### config.mk
export PLATFORM = sky130hd
export DESIGN_NAME = led_matrix_scanner_flat
export DESIGN_NICKNAME = d
export VERILOG_FILES = /design/src/rtl/led_matrix_scanner_if.sv /design/src/rtl/led_matrix_scanner.sv /design/src/flat_wrapper.sv
export SDC_FILE = /design/constraint.sdc
export NUM_CORES = 1
export LEC_CHECK = 0
export BUFFER_PORTS_ARGS = -buffer_cell sky130_fd_sc_hd__buf_2
export CELL_PAD_IN_SITES_DETAIL_PLACEMENT = 0
export CELL_PAD_IN_SITES_GLOBAL_PLACEMENT = 2
export CORE_MARGIN = 2
export CORE_UTILIZATION = 35
export DETAILED_ROUTE_END_ITERATION = 8
export GPL_TIMING_DRIVEN = 0
export PLACE_DENSITY_LB_ADDON = 0.1
export SKIP_LAST_GASP = 1
export SYNTH_ARGS = -nofsm -noshare
export SYNTH_HDL_FRONTEND = slang
export SYNTH_SLANG_ARGS = --single-unit
### constraint.sdc
create_clock -name clk -period 3.6 [get_ports clk]
set_input_delay 0.36 -clock clk [delete_from_list [all_inputs] [get_ports clk]]
set_output_delay 0.36 -clock clk [all_outputs]
set_load 0.02 [all_outputs]
### src/rtl/led_matrix_scanner_if.sv
// Control and pin-side signals of the LED matrix scanner.
// The master drives pattern/control; the slave is the scanner.
interface led_matrix_scanner_if #(
   parameter int ROWS  = 3,
   parameter int COLS  = 3,
   parameter int DIV_W = 24,
   parameter int PWM_W = 3
);
   logic                 enable;
   logic [DIV_W-1:0]     tick_div;
   logic [PWM_W-1:0]     brightness;
   logic [ROWS*COLS-1:0] pattern;
   logic                 load;
   logic                 pending;
   logic [ROWS-1:0]      rows;
   logic [COLS-1:0]      cols;
   logic                 frame_done;

   modport master (
      output enable, tick_div, brightness, pattern, load,
      input  pending, rows, cols, frame_done
   );

   modport slave (
      input  enable, tick_div, brightness, pattern, load,
      output pending, rows, cols, frame_done
   );
endinterface

### src/rtl/led_matrix_scanner.sv
// Multiplexed ROWS x COLS LED matrix driver: row-per-slot scan, prescaled subslots,
// per-frame PWM brightness and a double-buffered pattern swapped only at frame boundaries.
module led_matrix_scanner #(
   parameter int ROWS  = 3,
   parameter int COLS  = 3,
   parameter int DIV_W = 24,
   parameter int PWM_W = 3
) (
   input  logic                  clk,
   input  logic                  rst,
   led_matrix_scanner_if.slave   bus
);
   localparam int RW = (ROWS > 1) ? $clog2(ROWS) : 1;
   localparam int N  = ROWS * COLS;

   typedef enum logic {IDLE, SCAN} state_t;

   state_t           state_q;
   logic [DIV_W-1:0] pcnt_q;
   logic [DIV_W-1:0] div_q;
   logic [PWM_W-1:0] s_q;
   logic [RW-1:0]    r_q;
   logic [PWM_W-1:0] bri_q;
   logic [N-1:0]     active_q;
   logic [N-1:0]     pbuf_q;
   logic             pending_q;
   logic [ROWS-1:0]  rows_q;
   logic [COLS-1:0]  cols_q;
   logic             frame_done_q;

   logic [DIV_W-1:0] div_d;
   logic             tick;
   logic             s_wrap;
   logic             last_row;
   logic             boundary;
   logic             entry;
   logic             refresh;
   logic             on;
   logic [COLS-1:0]  row_bits;

   always_comb begin
      // The reload value is sampled at the start of each prescaler count and held.
      div_d    = (pcnt_q == '0) ? bus.tick_div : div_q;
      tick     = (pcnt_q == div_d);
      s_wrap   = (s_q == '1);
      last_row = (r_q == RW'(ROWS - 1));
      boundary = bus.enable && tick && s_wrap && last_row;
      entry    = bus.enable && (state_q == IDLE);
      refresh  = boundary || entry;
      on       = (s_q != '0) && (s_q <= bri_q);
      row_bits = active_q[r_q*COLS +: COLS];
   end

   always_ff @(posedge clk) begin
      if (rst) begin
         state_q      <= IDLE;
         pcnt_q       <= '0;
         div_q        <= '0;
         s_q          <= '0;
         r_q          <= '0;
         bri_q        <= '0;
         active_q     <= '0;
         pbuf_q       <= '0;
         pending_q    <= 1'b0;
         rows_q       <= '0;
         cols_q       <= '1;
         frame_done_q <= 1'b0;
      end else begin
         frame_done_q <= boundary;
         if (!bus.enable) begin
            state_q <= IDLE;
            pcnt_q  <= '0;
            div_q   <= '0;
            s_q     <= '0;
            r_q     <= '0;
            rows_q  <= '0;
            cols_q  <= '1;
         end else begin
            state_q <= SCAN;
            div_q   <= div_d;
            if (tick) begin
               pcnt_q <= '0;
               s_q    <= s_q + 1'b1;
               if (s_wrap)
                  r_q <= last_row ? '0 : r_q + 1'b1;
            end else begin
               pcnt_q <= pcnt_q + 1'b1;
            end
            rows_q <= on ? (ROWS'(1) << r_q) : '0;
            cols_q <= on ? ~row_bits : '1;
         end

         if (bus.load)
            pbuf_q <= bus.pattern;
         // A load coinciding with a frame start bypasses the pending buffer.
         if (refresh) begin
            bri_q <= bus.brightness;
            if (bus.load) begin
               active_q  <= bus.pattern;
               pending_q <= 1'b0;
            end else if (pending_q) begin
               active_q  <= pbuf_q;
               pending_q <= 1'b0;
            end
         end else if (bus.load) begin
            pending_q <= 1'b1;
         end
      end
   end

   assign bus.pending    = pending_q;
   assign bus.rows       = rows_q;
   assign bus.cols       = cols_q;
   assign bus.frame_done = frame_done_q;
endmodule
### src/flat_wrapper.sv
// flat-port wrapper written by rule: the top's interface ports become plain ports
module led_matrix_scanner_flat 
#(
   parameter int ROWS  = 3,
   parameter int COLS  = 3,
   parameter int DIV_W = 24,
   parameter int PWM_W = 3
)
  (clk, rst, bus_enable, bus_tick_div, bus_brightness, bus_pattern, bus_load, bus_pending, bus_rows, bus_cols, bus_frame_done);
  led_matrix_scanner_if #(.ROWS(ROWS), .COLS(COLS), .DIV_W(DIV_W), .PWM_W(PWM_W)) bus_i ();
  input  logic clk;
  input  logic rst;
  input wire logic [$bits(bus_i.enable)-1:0] bus_enable;
  input wire logic [$bits(bus_i.tick_div)-1:0] bus_tick_div;
  input wire logic [$bits(bus_i.brightness)-1:0] bus_brightness;
  input wire logic [$bits(bus_i.pattern)-1:0] bus_pattern;
  input wire logic [$bits(bus_i.load)-1:0] bus_load;
  output wire logic [$bits(bus_i.pending)-1:0] bus_pending;
  output wire logic [$bits(bus_i.rows)-1:0] bus_rows;
  output wire logic [$bits(bus_i.cols)-1:0] bus_cols;
  output wire logic [$bits(bus_i.frame_done)-1:0] bus_frame_done;
  assign bus_i.enable = bus_enable;
  assign bus_i.tick_div = bus_tick_div;
  assign bus_i.brightness = bus_brightness;
  assign bus_i.pattern = bus_pattern;
  assign bus_i.load = bus_load;
  assign bus_pending = bus_i.pending;
  assign bus_rows = bus_i.rows;
  assign bus_cols = bus_i.cols;
  assign bus_frame_done = bus_i.frame_done;
  led_matrix_scanner #(.ROWS(ROWS), .COLS(COLS), .DIV_W(DIV_W), .PWM_W(PWM_W)) u_core (.clk(clk), .rst(rst), .bus(bus_i));
endmodule
### After elaboration in Yosys (flattened, before gate mapping)

Index checks and enable logic that the tools add are counted.

| storage, ports and cells | value |
|---|---|
| word-level logic and storage cells | 46 |
| bits in registers | 83 |
| output and inout bits | 8 |

| operators by class | value |
|---|---|
| bitwise logic cells | 4 |
| $add $sub $neg | 3 |
| eq/ne operators | 3 |
| shift operators | 2 |
| order comparisons | 1 |
| muxes and demuxes | 5 |
| reductions and logical operators | 15 |
| multiply operators | 1 |

Operator list:

| cell | count |
|---|---|
| adder 24 x 1 -> 24 bit (second input constant) | 1 |
| == test 24 bit | 1 |
| logical NOT 24 bit | 1 |
| two-way mux 24 bit | 1 |
| two-way mux 9 bit | 2 |
| indexed part select 9 x 5 -> 3 bit | 1 |
| OR reduction 3 bit | 2 |
| logical AND 1 bit | 5 |
| multiplier 2 x 2 -> 4 bit (second input constant) | 1 |
| AND reduction 2 bit | 2 |
| OR reduction 2 bit | 2 |
| adder 3 x 1 -> 3 bit (second input constant) | 1 |
| == test 3 bit (second input constant) | 1 |
| <= comparator 3 bit | 1 |
| inverter 1 bit | 3 |
| inverter 3 bit | 1 |
| nonzero test 3 bit | 1 |
| left shift 1 x 2 -> 3 bit (first input constant) | 1 |
| adder 2 x 1 -> 2 bit (second input constant) | 1 |
| == test 2 bit (second input constant) | 1 |
| two-way mux 2 bit | 1 |
| nonzero test 2 bit | 1 |
| logical OR 1 bit | 1 |
| two-way mux 1 bit | 1 |

### Logic depth before layout (Yosys ltp)

Gate-level depths: netlist (run 1).

| logic depth | value |
|---|---|
| depth after elaboration | 8 |
| depth in mapped cells | 12 |
| gate-level depth less buffers | 10 |

### Worst setup path after synthesis (run 1)

OpenSTA, ideal clock, no wires.

| timing | value |
|---|---|
| kind | reg-to-reg |
| start point | reg u_core.pcnt_q[0] |
| end point | reg u_core.active_q[0] |
| stages on the path, launching flop included | 11 |
| arrival time | 2602 ps |
| library setup time | 121 ps |
| path buffers | 0 |
| setup slack | 877 ps |
| data required time | 3479 ps |
| path through | dfxtp_1 > inv_1 > ha_1 > nor4b_2 > nand4_2 > nor2_1 > o311ai_1 > nor4_4 > nand4b_4 > a21oi_4 > mux2_4 |

| between the ends | value |
|---|---|
| cells in the longest elaborated chain, start to end | 8 |

RTL lines:

| item | line | source |
|---|---|---|
| start: declaration | led_matrix_scanner.sv:19 | `logic [DIV_W-1:0] pcnt_q;` |
| start signal: assignment | led_matrix_scanner.sv:87 | `pcnt_q <= pcnt_q + 1'b1;` |
| logical NOT 24 bit | led_matrix_scanner.sv:43 | `div_d = (pcnt_q == '0) ? bus.tick_div : div_q;` |
| two-way mux 24 bit | led_matrix_scanner.sv:43 |  |
| == test 24 bit (*) | led_matrix_scanner.sv:44 | `tick = (pcnt_q == div_d);` |
| logical AND 1 bit (*) (3 in series) | led_matrix_scanner.sv:47 | `boundary = bus.enable && tick && s_wrap && last_row;` |
| logical OR 1 bit (*) | led_matrix_scanner.sv:49 | `refresh = boundary \|\| entry;` |
| AND reduction 2 bit (no line) (*) | n/a |  |
| end signal: assignment | led_matrix_scanner.sv:99 | `active_q <= bus.pattern;` |
| end signal: assignment | led_matrix_scanner.sv:102 | `active_q <= pbuf_q;` |
| end: declaration | led_matrix_scanner.sv:24 | `logic [N-1:0] active_q;` |

Mark *: on every way between the ends. The rest lies on a longest branch, timed or not.
A chain may end at the register's enable or synchronous reset.

### Worst setup path in the final report (run 1)

| timing | value |
|---|---|
| start point | reg u_core.pcnt_q[0] |
| end point | reg u_core.active_q[8] |

The elaborated chain is that of the path after synthesis.

==> impl_summary.log, run 1 <==
[metrics] ratio of cells with drive above 1 in the final layout: 17.85%
[metrics] clk root buf: sky130_fd_sc_hd__clkbuf_16
[metrics] Final period util: 91.09%
[metrics] Setup Slack @ Placement: 0.1517 ns
[metrics] I/O pin cnt: 48
[metrics] wire per inst: 16.64 microns
[metrics] element type at the critical path start: flop
[metrics] worst slew pin tran: 0.7284 ns
[metrics] distinct cell type count after synthesis: 47
[metrics] overall die width: 111.1 microns
[metrics] sequential area share after synthesis: 41.36%
[metrics] pin count of the biggest net entering global routing: 15
[metrics] status: complete, no violations
[metrics] Post-CTS Hold Fix Bufs: 0
[metrics] data arrival at the endpoint of the critical path: 3.51 ns
[metrics] Buffers on Ports: 47
[metrics] global-route met3 utilization: 3.390%
[metrics] Setup crit end kind: flop
[metrics] number of cells on the critical path: 10
[metrics] die boundary height: 111.1 microns
[metrics] path class of the lowest-slack min-delay path: in2reg
[metrics] hold path start: bus_tick_div[15]
[metrics] H-tree Lvls: 3
[metrics] slowest cell delay on critical path: 0.45 ns
[metrics] M2 GR Usage: 33.46%
[metrics] sum of negative setup slack: 0 ns
[metrics] setup violation total in the final timing report: 0
[metrics] clk slew on worst S/H paths: 0.06 ns
[metrics] Placer Congestion: 0.8231
[metrics] area of all placed cells without fillers: 4752 sq um
[metrics] Critical Path Slowest Stage Cell: sky130_fd_sc_hd__a21oi_4
[metrics] worst-path fanout max: 9
[metrics] worst r2r path cells: 10
[metrics] vias in the first global route: 3,376
[metrics] CP delay by family, top: simple AND/OR/NAND/NOR gates
[metrics] post-layout minimum cycle time: 3.279 ns
[metrics] number of clock sinks: 83
[metrics] Total Nets Final: 564
[metrics] placeable core region: 11,320 sq um
[metrics] source of the worst register-to-register timing path: u_core.pcnt_q[0]
[metrics] drt initial violations: 151
[metrics] Cell Area, Placed: 4432 sq um
[metrics] total power of the final layout: 2.144 mW
[metrics] cell depth of the worst hold path: 3
[metrics] net count after synthesis: 506
[metrics] Max Root-Sink Buffers: 2
[metrics] ys flop type: sky130_fd_sc_hd__dfxtp_1
[metrics] gr busiest metal: met2
[metrics] Overflow after GRT: 0
[metrics] post-synthesis sequential element count: 83
[metrics] clock tree from TritonCTS: done
[metrics] CTS Buf Count: 9
[metrics] total of warnings raised by yosys: 0
[metrics] initial antenna violation count: 0
[metrics] gate count after technology mapping: 458
[metrics] cell-by-cell listing of the critical path: inv_1 -> ha_1 -> nor4b_2 -> nand4_2 -> nor2_2 -> o311ai_1 -> nor4_4 -> nand4b_4 -> a21oi_4 -> mux2_4
[metrics] pwr/cell area: 451.1 nW/um^2
[metrics] fillers: 1,190
[metrics] Max Clock Freq: 0.3049 GHz
[metrics] kind of critical path: reg2reg
[metrics] routed vias/inst: 5.005
[metrics] WP data required: 3.83 ns
[metrics] area occupied by multi-input gates: 2122 sq um
[metrics] detailed-router iteration count before antenna repair: 4
[metrics] leading cell type in the layout, fill and taps excluded: sky130_fd_sc_hd__dfxtp_1
[metrics] Hold Violations, Final: 0
[metrics] ant diodes: 0
[metrics] residual antenna-violating net count after detailed routing: 0
[metrics] GRT Overall Usage: 18.72%
[metrics] syn avg cell area: 8.772 sq um
[metrics] leakage component of the power: 1.919 nW
[metrics] area grow syn2layout: 18.28%
[metrics] Initial Util: 35.49%
[metrics] timing startpoint of the critical path: u_core.pcnt_q[0]
[metrics] CTS resizes: 0
[metrics] number of vias in the routed layout: 3,323
[metrics] maximum VDD drop: 0.2648 mV
[metrics] largest clock skew in the final design: 0.004309 ns
[metrics] number of enable-type register cells in the synthesized netlist: 0
[metrics] final routed DRC violation total: 0
[metrics] Final Slew Violations: 0
[metrics] leading cell types in the layout, fill and taps excluded: sky130_fd_sc_hd__dfxtp_1, sky130_fd_sc_hd__nand2_1, sky130_fd_sc_hd__buf_2
[metrics] synthesized cell area: 4018 sq um
[metrics] Post-Route WL: 11.05 mm
[metrics] global-route wire length before repair: 17.84 mm
[metrics] total of max-cap violations: 0
[metrics] Reg area: 1662 sq um
[metrics] num rows: 39
[metrics] Worst Setup Slack, final: 0.3207 ns
[metrics] met1 usage: 21.03%
[metrics] worst reg2reg endpoint: u_core.active_q[8]
[metrics] RSZ-0062 raised after global routing: false
[metrics] post-synthesis async set-or-reset flop share: 0%
[metrics] r2r setup slk: 0.32 ns
[metrics] buffers plus inverters on the worst setup path: 1
[metrics] slew margin rel.: 51.44%
[metrics] Die Footprint: 12,350 sq um
[metrics] half-perimeter wire length of the detailed placement result: 8.657 mm
[metrics] Critical path destination: u_core.active_q[8]
[metrics] source-to-sink clock delay at the later pin of the worst-skew pair: 0.35 ns
[metrics] post-CTS repair timing setup buffer count: 0
## state kept, by name, indices dropped and copies added, names as in the netlist
signal                 flops
u_core.r_q                 2
u_core.pcnt_q             24
u_core.bus.frame_done      1
u_core.bus.cols            3
u_core.state_q             1
u_core.div_q              24
u_core.bus.rows            3
u_core.s_q                 3
u_core.pbuf_q              9
u_core.bri_q               3
u_core.active_q            9
u_core.bus.pending         1
## metal layers
layer / share of wire (%) / vias to the layer above
met5: 0 / -
met3: 2.8 / 24
met4: 3.6 / 0
met2: 51 / 72
met1: 43 / 1553
li1: - / 1674
## cell usage after synthesis (2+ instances only)
master	number	area share, %
sky130_fd_sc_hd__buf_2	6	0.75
sky130_fd_sc_hd__mux2i_1	20	5.0
sky130_fd_sc_hd__xor2_1	3	0.65
sky130_fd_sc_hd__clkbuf_1	11	1.0
sky130_fd_sc_hd__dfxtp_1	83	41
sky130_fd_sc_hd__a221oi_1	3	0.65
sky130_fd_sc_hd__ha_1	8	2.5
sky130_fd_sc_hd__a22o_1	7	1.5
sky130_fd_sc_hd__a21oi_1	26	3.2
sky130_fd_sc_hd__nor2_1	43	4.0
sky130_fd_sc_hd__nor4_4	2	1.1
sky130_fd_sc_hd__o22ai_1	7	1.1
sky130_fd_sc_hd__xnor2_1	30	6.5
sky130_fd_sc_hd__nand2b_1	9	1.4
sky130_fd_sc_hd__nor2b_1	11	1.7
sky130_fd_sc_hd__and3_1	10	1.6
sky130_fd_sc_hd__o2bb2ai_1	6	1.3
sky130_fd_sc_hd__and2_1	2	0.31
sky130_fd_sc_hd__buf_6	2	0.56
sky130_fd_sc_hd__inv_1	36	3.4
sky130_fd_sc_hd__a31oi_1	3	0.47
sky130_fd_sc_hd__nor4_1	12	1.9
sky130_fd_sc_hd__nand2_1	59	5.5
sky130_fd_sc_hd__nor3b_1	2	0.37
sky130_fd_sc_hd__or4_1	2	0.37
sky130_fd_sc_hd__nor3_1	7	0.87
sky130_fd_sc_hd__mux2_4	9	3.4
sky130_fd_sc_hd__nand3_1	14	1.7
sky130_fd_sc_hd__o21ai_0	7	0.87
## worst min path at each step
stage	end	slack, ns
final	u_core.div_q[15]	0.26
after global routing	u_core.div_q[2]	0.27
after CTS	u_core.div_q[15]	0.26
after detailed placement	u_core.div_q[15]	0.45
after global placement	u_core.div_q[15]	0.44
after floorplan	u_core.div_q[15]	0.43
## worst min-delay path: cells and delay by family
| kind | cells | cell delay (ns) |
|---|---|---|
| and+or+nand+nor | 1 | 0.05 |
| buffers and inverters | 1 | 0.10 |
| AOI/OAI and AO/OA | 1 | 0.05 |
## cell type report
class	count	area share, %
clock buffer	10	4.818
multi-input combinational	319	44.66
tap	143	3.765
inverter	36	2.844
buffer	20	2.133
clock inverter	6	1.869
timing repair buffer	47	4.950
sequential	83	34.97
## kinds of logic after synthesis
logic type / Yosys count / synth area share, %
DFF: 83 / 41.36
buffers and inverters: 56 / 5.886
AOI/OAI and AO/OA: 67 / 11.24
and+or+nand+nor: 181 / 23.20
muxes: 30 / 8.627
xor gates and xnor gates: 33 / 7.194
adders and majority gates: 8 / 2.492
## stage by stage
step / hold WS [ns] / util [%] / std cells
floorplan: 0.4319 / - / 458
global placement: 0.4419 / 39.15 / 648
detailed placement: 0.4523 / 39.15 / 648
CTS: 0.2554 / 41.95 / 664
global route: 0.2716 / 41.98 / 664
finish: 0.2635 / 41.98 / 664
## report_power, final
group | total [mW] | leakage [nW] | internal, mW | switching (mW)
Clock | 0.992 | 0.149 | 0.609 | 0.383
Sequential | 0.965 | 0.675 | 0.946 | 0.0188
Combinational | 0.187 | 1.09 | 0.0821 | 0.105
Total | 2.14 | 1.92 | 1.64 | 0.507
(Power assumes the default switching activity.)
==> run 2: changes to the inputs <==
--- a/config.mk
+++ b/config.mk
@@ -9,10 +9,11 @@
 export CELL_PAD_IN_SITES_DETAIL_PLACEMENT = 0
 export CELL_PAD_IN_SITES_GLOBAL_PLACEMENT = 2
 export CORE_MARGIN = 2
-export CORE_UTILIZATION = 35
+export CORE_UTILIZATION = 38
 export DETAILED_ROUTE_END_ITERATION = 8
 export GPL_TIMING_DRIVEN = 0
 export PLACE_DENSITY_LB_ADDON = 0.1
+export SETUP_SLACK_MARGIN = 0.5
 export SKIP_LAST_GASP = 1
 export SYNTH_ARGS = -nofsm -noshare
 export SYNTH_HDL_FRONTEND = slang
==> constraint.sdc (replaced) <==
create_clock -name clk -period 3.9 [get_ports clk]
set_input_delay 0.39 -clock clk [delete_from_list [all_inputs] [get_ports clk]]
set_output_delay 0.39 -clock clk [all_outputs]
set_load 0.02 [all_outputs]
==> run 2 against run 1 <==
Combinational power shrank 5%; routed wire length decreased by 2.8%; global-route usage grew 1.5 points; first-iteration DRC count decreased by 11%; sequential power shrank 7.9%; sequential share of layout area is 0.57 points higher; clock power fell by 28%; fmax up 2.6%; via count is 1.7% lower; hold slack improved by 0.019 ns; largest cell class unchanged.
==> impl_summary.log, run 2 (same netlist as run 1, synthesis figures left out) <==
[metrics] post-layout minimum cycle time: 3.195 ns (-0.08443 ns)
[metrics] sum of negative setup slack: 0 ns (unchanged)
[metrics] Cell Count, Final, Fillers Out: 658 (-0.90%)
[metrics] routed vias/inst: 4.964 (-0.82%)
[metrics] detailed-router iteration count before antenna repair: 4 (unchanged)
[metrics] Initial Util: 39.09% (+3.6 points)
[metrics] final routed DRC violation total: 0 (unchanged)
[metrics] ant diodes: 0 (unchanged)
[metrics] Placer Congestion: 0.8731 (+6.1%)
[metrics] Post-CTS Hold Fix Bufs: 0 (unchanged)
[metrics] slew margin rel.: 50.84% (-0.61 points)
[metrics] initial antenna violation count: 0 (unchanged)
[metrics] drt initial violations: 135 (-11%)
[metrics] Final period util: 81.92% (-9.2 points)
[metrics] element type at the critical path start: flop
[metrics] area grow syn2layout: 16.38%
[metrics] CTS Buf Count: 9 (unchanged)
[metrics] total power of the final layout: 1.779 mW (-17%)
[metrics] H-tree Lvls: 3 (unchanged)
[metrics] worst slew pin tran: 0.7375 ns (+0.009093 ns)
[metrics] ratio of cells with drive above 1 in the final layout: 18.20% (+0.35 points)
[metrics] source of the worst register-to-register timing path: u_core.pcnt_q[0]
[metrics] num rows: 37 (-5.1%)
[metrics] total of max-cap violations: 0 (unchanged)
[metrics] worst-path fanout max: 10 (+1)
[metrics] maximum VDD drop: 0.2134 mV (-19%)
[metrics] timing startpoint of the critical path: u_core.pcnt_q[0]
[metrics] Total Nets Final: 565 (+0.18%)
[metrics] clock tree from TritonCTS: done
[metrics] Die Footprint: 11,410 sq um (-7.6%)
[metrics] pin count of the biggest net entering global routing: 16 (+1)
[metrics] global-route wire length before repair: 17.57 mm (-1.5%)
[metrics] Critical path destination: u_core.active_q[8]
[metrics] RSZ-0062 raised after global routing: false
[metrics] Max Root-Sink Buffers: 2 (unchanged)
[metrics] worst r2r path cells: 12 (+2)
[metrics] largest clock skew in the final design: 0.01201 ns (+0.007705 ns)
[metrics] Final Slew Violations: 0 (unchanged)
[metrics] biggest registers after layout: u_core.div_q x24, u_core.pcnt_q x24
[metrics] Setup Slack @ Placement: 0.5237 ns (+0.3720 ns)
[metrics] wire per inst: 16.33 microns (-1.9%)
[metrics] GRT Overall Usage: 20.18% (+1.5 points)
[metrics] Setup crit end kind: flop
[metrics] vias in the first global route: 3,288 (-2.6%)
[metrics] kind of critical path: reg2reg
[metrics] WP data required: 4.15 ns (+0.32 ns)
[metrics] source-to-sink clock delay at the later pin of the worst-skew pair: 0.36 ns (about the same)
[metrics] Buffers on Ports: 47 (unchanged)
[metrics] I/O pin cnt: 48 (unchanged)
[metrics] placeable core region: 10,280 sq um (-9.2%)
[metrics] number of clock sinks: 83 (unchanged)
[metrics] Post-Route WL: 10.74 mm (-2.8%)
[metrics] clk slew on worst S/H paths: 0.09 ns (+0.03 ns)
[metrics] data arrival at the endpoint of the critical path: 3.45 ns (-0.06 ns)
[metrics] worst reg2reg endpoint: u_core.active_q[8]
[metrics] r2r setup slk: 0.71 ns (+0.38 ns)
[metrics] residual antenna-violating net count after detailed routing: 0 (unchanged)
[metrics] clk root buf: sky130_fd_sc_hd__clkbuf_8
[metrics] Overflow after GRT: 0 (unchanged)
[metrics] die boundary height: 106.8 microns (-3.9%)
[metrics] Max Clock Freq: 0.3130 GHz (+2.6%)
[metrics] half-perimeter wire length of the detailed placement result: 8.269 mm (-4.5%)
[metrics] path class of the lowest-slack min-delay path: in2reg
[metrics] leading cell type in the layout, fill and taps excluded: sky130_fd_sc_hd__dfxtp_1
[metrics] Inst Count DP: 641 (-1.1%)
[metrics] setup violation total in the final timing report: 0 (unchanged)
[metrics] number of vias in the routed layout: 3,266 (-1.7%)
[metrics] leakage component of the power: 1.889 nW (-1.6%)
[metrics] status: complete, no violations
[metrics] overall die width: 106.8 microns (-3.9%)
[metrics] Worst Setup Slack, final: 0.7052 ns (+0.3844 ns)
[metrics] leading cell types in the layout, fill and taps excluded: sky130_fd_sc_hd__dfxtp_1, sky130_fd_sc_hd__nand2_1, sky130_fd_sc_hd__buf_2
[metrics] pwr/cell area: 380.4 nW/um^2 (-16%)
[metrics] Hold Violations, Final: 0 (unchanged)
[metrics] cell depth of the worst hold path: 3 (unchanged)
run 2: changes by cell type in the layout (fill, tap and decap cells not counted):
cell,delta
sky130_fd_sc_hd__clkinvlp_4,-1
sky130_fd_sc_hd__buf_12,+1
sky130_fd_sc_hd__clkbuf_8,+9
sky130_fd_sc_hd__clkbuf_1,-1
sky130_fd_sc_hd__inv_6,+2
sky130_fd_sc_hd__nand3_2,-1
sky130_fd_sc_hd__nand3_4,+1
sky130_fd_sc_hd__clkbuf_16,-9
run 2: layout make-up:
type | count | area [sq um]
clock inverter | 7 | 98.84
clock buffer | 9 | 123.9
inverter | 36 | 135.1
tap | 136 | 170.2
buffer | 20 | 101.3
sequential | 83 | 1662
timing repair buffer | 48 | 255.2
multi-input combinational | 319 | 2130
fill | 1060 | 5602
run 2: worst max-delay path, stage by stage, from the launching register on:
cell and delay [ns]:
sky130_fd_sc_hd__dfxtp_1 0.38, sky130_fd_sc_hd__inv_1 0.17, sky130_fd_sc_hd__ha_1 0.21, sky130_fd_sc_hd__nor4b_2 0.24, sky130_fd_sc_hd__nand4_2 0.26, sky130_fd_sc_hd__or2_1 0.29
sky130_fd_sc_hd__buf_6 0.15, sky130_fd_sc_hd__mux2i_1 0.23, sky130_fd_sc_hd__o2bb2a_1 0.33, sky130_fd_sc_hd__nand4b_4 0.18, sky130_fd_sc_hd__a21oi_4 0.19, sky130_fd_sc_hd__buf_12 0.16
sky130_fd_sc_hd__mux2_4 0.30
run 2: power breakdown:
group          leakage (nW)  total (mW)  internal [mW]  switching (mW)
Sequential            0.675       0.889          0.872          0.0169
Clock                 0.111       0.713          0.367           0.346
Combinational          1.10       0.177         0.0781          0.0988
Total                  1.89        1.78           1.32           0.462
run 2: worst min-delay path by stage:
stage,start,slack (ns),to
after floorplan,u_core.div_q[15],0.43,u_core.div_q[15]
after global placement,u_core.div_q[15],0.44,u_core.div_q[15]
after detailed placement,u_core.div_q[15],0.45,u_core.div_q[15]
after CTS,bus_tick_div[16],0.27,u_core.div_q[16]
after global routing,bus_tick_div[10],0.27,u_core.div_q[10]
final,bus_tick_div[10],0.28,u_core.div_q[10]
run 2: per-stage QoR:
step                      instance area (sq um)  hold slack (ns)  util [%]
after floorplan                            4018           0.4319         -
after global placement                     4423           0.4421     43.04
after detailed placement                   4423           0.4512     43.04
after CTS                                  4648           0.2661     45.23
after global routing                       4676           0.2723     45.50
final                                      4676           0.2824     45.50
run 2: what timing repair did:
action	CTS	global route
gates resized for setup	1	1
buffers inserted	0	1
endpoints found under the setup margin	5	19
pin swaps	0	1
run 2: per-layer routing:
| layer | vias to the layer above | track usage [%] | share of wire, % |
|---|---|---|---|
| met5 | - | 0 | 0 |
| met1 | 1496 | 24.95 | 45 |
| met4 | 0 | 7.792 | 1.6 |
| met3 | 10 | 5.046 | 4.9 |
| met2 | 88 | 33.76 | 49 |
| li1 | 1672 | - | - |
